## src/rtl/ring_phase_monitor.sv

```systemverilog
// Consumer of the one-hot ring counter: encodes the hot bit to a phase index,
// checks legality and rotation direction, counts revolutions and faults.
module ring_phase_monitor #(
    parameter int unsigned WIDTH = 4,
    parameter int unsigned IDX_W = 2,
    parameter int unsigned CNT_W = 8,
    parameter int unsigned ERR_W = 4
) (
    input  logic             clk,
    input  logic             rstn,
    input  logic             chk_en,
    input  logic [WIDTH-1:0] ring_in,
    input  logic             clr_err,
    output logic [IDX_W-1:0] phase_idx,
    output logic             locked,
    output logic [CNT_W-1:0] rev_cnt,
    output logic             err_flag,
    output logic [ERR_W-1:0] err_cnt
);

    typedef enum logic [1:0] {
        ST_ACQUIRE = 2'd0,
        ST_LOCKED  = 2'd1,
        ST_FAULT   = 2'd2
    } state_t;

    state_t           state_q, state_d;
    logic [WIDTH-1:0] ring_q, ring_d;
    logic [IDX_W-1:0] phase_idx_q, phase_idx_d;
    logic             locked_q, locked_d;
    logic [CNT_W-1:0] rev_cnt_q, rev_cnt_d;
    logic             err_flag_q, err_flag_d;
    logic [ERR_W-1:0] err_cnt_q, err_cnt_d;

    logic             legal_c;
    logic [IDX_W-1:0] idx_c;
    logic [IDX_W-1:0] exp_c;
    logic             fault_c;

    // Sample decode: exactly one bit set, and where it sits
    always_comb begin
        legal_c = (ring_q != '0) && ((ring_q & (ring_q - WIDTH'(1))) == '0);
        idx_c   = '0;
        for (int unsigned i = 0; i < WIDTH; i++) begin
            if (ring_q[i]) begin
                idx_c = IDX_W'(i);
            end
        end
        exp_c = (phase_idx_q == '0) ? IDX_W'(WIDTH - 1) : (phase_idx_q - IDX_W'(1));
    end

    always_comb begin
        ring_d      = ring_in;
        state_d     = state_q;
        phase_idx_d = phase_idx_q;
        locked_d    = locked_q;
        rev_cnt_d   = rev_cnt_q;
        err_flag_d  = err_flag_q;
        err_cnt_d   = err_cnt_q;
        fault_c     = 1'b0;

        if (!chk_en) begin
            state_d  = ST_ACQUIRE;
            locked_d = 1'b0;
        end else begin
            case (state_q)
                ST_ACQUIRE: begin
                    if (legal_c) begin
                        phase_idx_d = idx_c;
                        locked_d    = 1'b1;
                        state_d     = ST_LOCKED;
                    end
                end
                ST_LOCKED: begin
                    if (legal_c && (idx_c == exp_c)) begin
                        phase_idx_d = idx_c;
                        // A revolution completes on the 1 -> 0 step
                        if ((phase_idx_q == IDX_W'(1)) && (idx_c == '0)) begin
                            rev_cnt_d = rev_cnt_q + CNT_W'(1);
                        end
                    end else begin
                        fault_c  = 1'b1;
                        locked_d = 1'b0;
                        state_d  = ST_FAULT;
                    end
                end
                ST_FAULT: begin
                    locked_d = 1'b0;
                    if (clr_err) begin
                        state_d = ST_ACQUIRE;
                    end
                end
                default: begin
                    state_d  = ST_ACQUIRE;
                    locked_d = 1'b0;
                end
            endcase
        end

        // Clear first so a fault detected in the same cycle wins
        if (clr_err) begin
            err_flag_d = 1'b0;
            err_cnt_d  = '0;
        end
        if (fault_c) begin
            err_flag_d = 1'b1;
            if (clr_err) begin
                err_cnt_d = ERR_W'(1);
            end else if (err_cnt_q != '1) begin
                err_cnt_d = err_cnt_q + ERR_W'(1);
            end
        end
    end

    always_ff @(posedge clk) begin
        if (!rstn) begin
            state_q     <= ST_ACQUIRE;
            ring_q      <= '0;
            phase_idx_q <= '0;
            locked_q    <= 1'b0;
            rev_cnt_q   <= '0;
            err_flag_q  <= 1'b0;
            err_cnt_q   <= '0;
        end else begin
            state_q     <= state_d;
            ring_q      <= ring_d;
            phase_idx_q <= phase_idx_d;
            locked_q    <= locked_d;
            rev_cnt_q   <= rev_cnt_d;
            err_flag_q  <= err_flag_d;
            err_cnt_q   <= err_cnt_d;
        end
    end

    assign phase_idx = phase_idx_q;
    assign locked    = locked_q;
    assign rev_cnt   = rev_cnt_q;
    assign err_flag  = err_flag_q;
    assign err_cnt   = err_cnt_q;

endmodule
```

## config.mk

```make
export PLATFORM = sky130hd
export DESIGN_NAME = ring_phase_monitor
export DESIGN_NICKNAME = d
export VERILOG_FILES = /design/src/rtl/ring_phase_monitor.sv
export SDC_FILE = /design/constraint.sdc
export NUM_CORES = 1
export LEC_CHECK = 0
export BUFFER_PORTS_ARGS = -buffer_cell sky130_fd_sc_hd__buf_2
export CAP_MARGIN = 0
export CORE_MARGIN = 2
export CORE_UTILIZATION = 52
export DETAILED_ROUTE_END_ITERATION = 10
export PLACE_DENSITY = 0.77
export SYNTH_ARGS = -nofsm -noshare
export SYNTH_HDL_FRONTEND = slang
export SYNTH_SLANG_ARGS = --single-unit
export TNS_END_PERCENT = 20
```

## constraint.sdc

```tcl
create_clock -name clk -period 3 [get_ports clk]
set_input_delay 0.3 -clock clk [delete_from_list [all_inputs] [get_ports clk]]
set_output_delay 0.3 -clock clk [all_outputs]
set_load 0.01 [all_outputs]
```

* Yosys cells after proc, flatten, opt, wreduce, memory -nomap -nowiden
Index checks and enable logic that the tools add are counted.
** Storage, ports and cells
- Output and inout bits :: 16
- Bits of input ports :: 8
- Register bits :: 22
- Word-level logic and storage cells :: 59
** Operators by class
- Add/sub/neg operators :: 4
- Equal/unequal tests :: 9
- Muxes and demuxes :: 23
- Bitwise logic cells :: 1
- Reduce and logical (&&, ||, !) cells :: 15
** Operators with widths (number)
- $mux W2 :: 8
- $mux W4 :: 4
- $add A8 B1 Y8 const B :: 1
- $mux W1 :: 8
- $ne A2 B2 Y1 const B :: 4
- $reduce_and A4 Y1 :: 2
- $logic_not A2 Y1 :: 3
- $pmux W2 S3 :: 1
- $add A4 B1 Y4 const B :: 1
- $and A4 B4 Y4 :: 1
- $eq A2 B1 Y1 const B :: 2
- $logic_not A4 Y1 :: 1
- $ne A4 B4 Y1 const B :: 1
- $pmux W2 S2 :: 1
- $reduce_and A2 Y1 :: 2
- $reduce_bool A2 Y1 :: 2
- $reduce_bool A4 Y1 :: 1
- $sub A4 B1 Y4 const B :: 1
- $logic_and A1 B1 Y1 :: 3
- $reduce_and A3 Y1 :: 1
- $eq A2 B2 Y1 :: 1
- $eq A2 B2 Y1 const B :: 1
- $pmux W1 S2 :: 1
- $sub A2 B1 Y2 const B :: 1

* Longest topological paths before layout
- Depth after elaboration :: 9
- Mapped depth :: 9
- Depth with buffers taken out :: 7

* Worst setup path before layout
No wires, ideal clock.
- Path kind :: register to register
- From :: register phase_idx_q[0], in the netlist phase_idx[0]
- To :: register rev_cnt_q[7], in the netlist rev_cnt[7]
- Path slack :: 637 ps
- Setup time :: 70 ps
- Required time :: 2930 ps
- Arrival :: 2292 ps
- Period minus slack after synthesis :: 2363 ps
- Stages on the path, launching flop included :: 9
- Buffers on the path :: 1
- Cells stage by stage :: dfxtp_1 -> inv_1 -> ha_1 -> or3b_1 -> a211o_1 -> o2bb2ai_2 -> buf_6 -> or4_1 -> a21oi_1
** Between the ends
- Word-level cells in the longest chain between the ends :: 5
- Elaborated cells between the ends (all ways) :: 8
- Those cells by class :: 1 x add/sub; 2 x eq/ne; 1 x mux; 4 x reduce/logical
** Ends and longest elaborated chain
- start, declared :: RTL line 29 : logic [IDX_W-1:0] phase_idx_q, phase_idx_d;
- start signal, assigned :: RTL line 127 : phase_idx_q <= phase_idx_d;
- $sub A2 B1 Y2 / $logic_not A2 Y1 (equally long branches) :: RTL line 49 : exp_c = (phase_idx_q == '0) ? IDX_W'(WIDTH - 1) : (phase_idx_q - IDX_W'(1));
- $mux W2 :: RTL line 49
- $eq A2 B2 Y1 :: RTL line 75 : if (legal_c && (idx_c == exp_c)) begin
- $logic_and A1 B1 Y1 :: RTL line 75
- $reduce_and A4 Y1 (no source line) (*)
- end signal, assigned :: RTL line 129 : rev_cnt_q <= rev_cnt_d;
- end, declared :: RTL line 31 : logic [CNT_W-1:0] rev_cnt_q, rev_cnt_d;
Mark *: on every way between the ends. The rest lies on a longest branch, timed or not.
A chain may end at the register's enable or synchronous reset.

* Worst setup path after layout
- From :: register phase_idx_q[0], in the netlist phase_idx[0]
- To :: register rev_cnt_q[5], in the netlist rev_cnt[5]
The elaborated chain is that of the path after synthesis.

==> metrics.md <==
| Metric | Value |
|---|---|
| Clock Latency Late Sink | `0.30 ns` |
| DR WL/cell | `12.7 um` |
| Fin. Hold Viols | `0` |
| Dpl cell area | `1240 um2` |
| CP Buf/Inv Count | `1` |
| R2R Setup Slk | `roughly 0.43 ns` |
| Cts repair resizes | `0` |
| Post-synthesis xor/xnor area fraction | `0.00774` |
| Hold Path Class | `in2reg` |
| # hold bufs at CTS | `0` |
| Net Sw Frac | `0.248` |
| Pin count of the biggest net entering global routing | `25` |
| Routed wl met3 | `around 83 um` |
| Max-slew headroom | `0.442` |
| Die height | `50.6 um` |
| Nets | `160` |
| Skew final | `a little over 0.009 ns` |
| Initial DRC count | `5` |
| Simple-Gate Fraction of Synth Area | `0.256` |
| Critical path peak fanout | `24` |
| Max clock buf depth | `2` |
| Comb power frac | `0.112` |
| Vias per inst | `around 5.7` |
| Postcts setup bufs | `0` |
| Required time worst endpoint | `3.24 ns` |
| Final non-filler cell total | `roughly 170` |
| CORE AREA | `2000 um2` |
| DR top layer | `met4` |
| Mean Syn Cell Area | `8.91 um2` |
| Fin area | `1260 um2` |
| Clk root buf | `clkbuf_4` |
| Power Internal | `369 uW` |
| Final Wtd Congestion | `0.787` |
| Post-synthesis mux area share | `0.0265` |
| Post-Synth Adder-Cell Area | `0.0442` |
| Number of synthesized flops with an enable pin | `0` |
| TritonCTS Buffers | `3` |
| Fraction of registers with async set/reset | `0` |
| Commonest non-fill, non-tap cell in the layout | `buf_2` |
| Clk sinks | `22` |
| CTS tree | `yes` |
| GRT Total Usage | `0.196` |
| Mapped cell area | `1130 um2` |
| Peak VDD IR | `0.000321 V` |
| Routed vias | `994` |
| P_sw | `122 uW` |
| Seq pwr share | `0.626` |
| Overflow after GRT | `0` |
| #FFs+latches synth | `22` |
| Worst Setup Path Type | `reg2reg` |
| Unique masters post-synth | `38` |
| Detailed-route DRC error count | `0` |
| M1 WL | `1.06 mm` |
| Worst Path Arrival | `2.81 ns` |
| Remaining antenna violation count | `0` |
| Unrepaired setup endpoints after global routing | `false` |
| Crit path time final | `2.57 ns` |
| Antenna cells | `0` |
| Filler Cells Inserted | `179` |
| R2R cell count | `7` |
| Met2 WL post-DR | `about 1.0 mm` |
| Initial antenna violation count | `0` |
| Slowest CP cell | `or4_1` |
| Max stage delay on crit path | `0.59 ns` |
| Cell count after synthesis | `127` |
| Initial Util | `0.565` |
| Vias in the first global route | `886` |
| H-tree depth | `1` |
| Leakage | `0.527 nW` |
| Seq/Total Area, Yosys | `0.389` |
| Top FF cell, synth | `dfxtp_1` |
| Worst hold stages | `2` |
| Power per Cell Area | `approximately 400 nW/um2` |
| Largest cells by area after synthesis | `dfxtp_1, o31ai_1, ha_1` |
| Post-synthesis compound-gate area fraction | `0.213` |
| Synth-to-Final Area Change | `11.5%` |
| Fin Setup TNS | `0 ns` |
| Layout cell share with drive strength beyond 1 | `0.192` |
| Fmax achieved | `a little under 0.4 GHz` |
| Synth area leader | `dfxtp_1` |
| Die W | `50.6 um` |
| DR pass1 iterations | `4` |
| CP top delay family | `simple AND/OR/NAND/NOR gates` |
| Most frequent cells in the layout | `buf_2, dfxtp_1, a21oi_1, inv_1` |
| Final worst path period share | `0.857` |
| IO buf count | `23` |
| Syn_nets | `approximately 140` |
| Largest family of logic cells by synthesized area | `simple AND/OR/NAND/NOR gates` |
| CP Launch Type | `flip-flop` |
| Clock Power Share | `0.262` |
| Crit path capture type | `flip-flop` |
| Outcome | `complete, no violations` |
| Clock-pin transition on the worst setup and hold timing paths | `0.12 ns` |
| Yosys warns | `0` |
| Number of I/O pins | `24` |
| Placed cell count | `170` |
| Max Slew Vio Count | `0` |
| Global-route wire length before repair | `3.90 mm` |
| Worst-margin pin slew | `0.832 ns` |
| Final wirelength | `between 2 and 2.5 mm` |
| # setup viols final | `0` |
| Max-cap viol count | `0` |
| Row cnt | `16` |
| Hold WS | `between 0.2 and 0.25 ns` |
| WP depth | `7` |
| Post-synth top area share | `0.389` |
| Die area | `2560 um2` |
| Critical path cell sequence | `inv_1 > ha_1 > or3b_1 > a211o_1 > o2bb2ai_2 > or4_1 > a21oi_1` |
-- worst paths after layout --
kind	start	endpoint
setup / recovery	phase_idx[0]$_SDFFE_PN0P_	rev_cnt[5]$_SDFFE_PN0P_
hold / removal	ring_in[2]	ring_q[2]$_SDFF_PN0_
setup reg to reg	phase_idx[0]$_SDFFE_PN0P_	rev_cnt[5]$_SDFFE_PN0P_
hold reg to reg	rev_cnt[7]$_SDFFE_PN0P_	rev_cnt[7]$_SDFFE_PN0P_
-- power by group through the flow --
stage | logic, mW | registers [mW] | clock network (mW)
after floorplan | 0.0433 | 0.312 | 0
after global placement | 0.0531 | 0.314 | 0
after detailed placement | 0.0548 | 0.314 | 0
after CTS | 0.0552 | 0.307 | 0.132
after global routing | 0.0620 | 0.309 | 0.147
final | 0.0551 | 0.307 | 0.129
-- cell type report --
type,count,area [um2],share of cell area
clock buffer,3,22.5,0.0179
inverter,8,30.0,0.0238
multi-input combinational,90,619,0.491
sequential,22,440,0.349
tap,27,33.8,0.0268
timing repair buffer,23,115,0.0913
-- cells in the mapped netlist, types with 2 or more instances --
cell / n
clkbuf_1: 5
nand2b_1: 2
o211ai_1: 2
o31ai_1: 7
nand4_1: 3
nor2b_1: 2
nand3_1: 4
a21oi_1: 9
or4_1: 6
nand2_1: 7
or3_1: 2
o21a_1: 2
and2_1: 7
and3_1: 3
buf_6: 2
a31oi_1: 2
dfxtp_1: 22
o21ai_0: 4
ha_1: 4
a211o_1: 2
inv_1: 8
nor2_1: 4
mux2i_1: 3
-- sequential cells by signal (all words and copies together) (netlist names) --
| register | count |
|---|---|
| ring_q | 4 |
| state_q | 2 |
| rev_cnt | 8 |
| err_cnt | 4 |
| locked | 1 |
| err_flag | 1 |
| phase_idx | 2 |
-- per-layer routing --
layer | GRT usage | up-vias
met1 | 0.253 | 460
met3 | 0.0536 | 2
met5 | 0 | -
met2 | 0.320 | 18
met4 | 0.0541 | 0
li1 | - | 514
-- logic make-up (layout without fill, tap and decap cells) --
group,Yosys count,after routing
and+or+nand+nor,47,47
muxes,3,3
adders and majority gates,4,4
xor gates and xnor gates,1,1
buffers and inverters,15,34
DFF,22,22
AOI/OAI and AO/OA,35,35
-- metrics by stage --
step	utilization	worst slack, ns	power (mW)
3_3_place_gp	0.619	0.590	0.367
4_1_cts	0.630	0.437	0.494
6_report	0.630	0.430	0.491
5_1_grt	0.630	0.230	0.519
2_1_floorplan	-	0.637	0.355
3_5_place_dp	0.619	0.459	0.369
(Power assumes the default switching activity.)
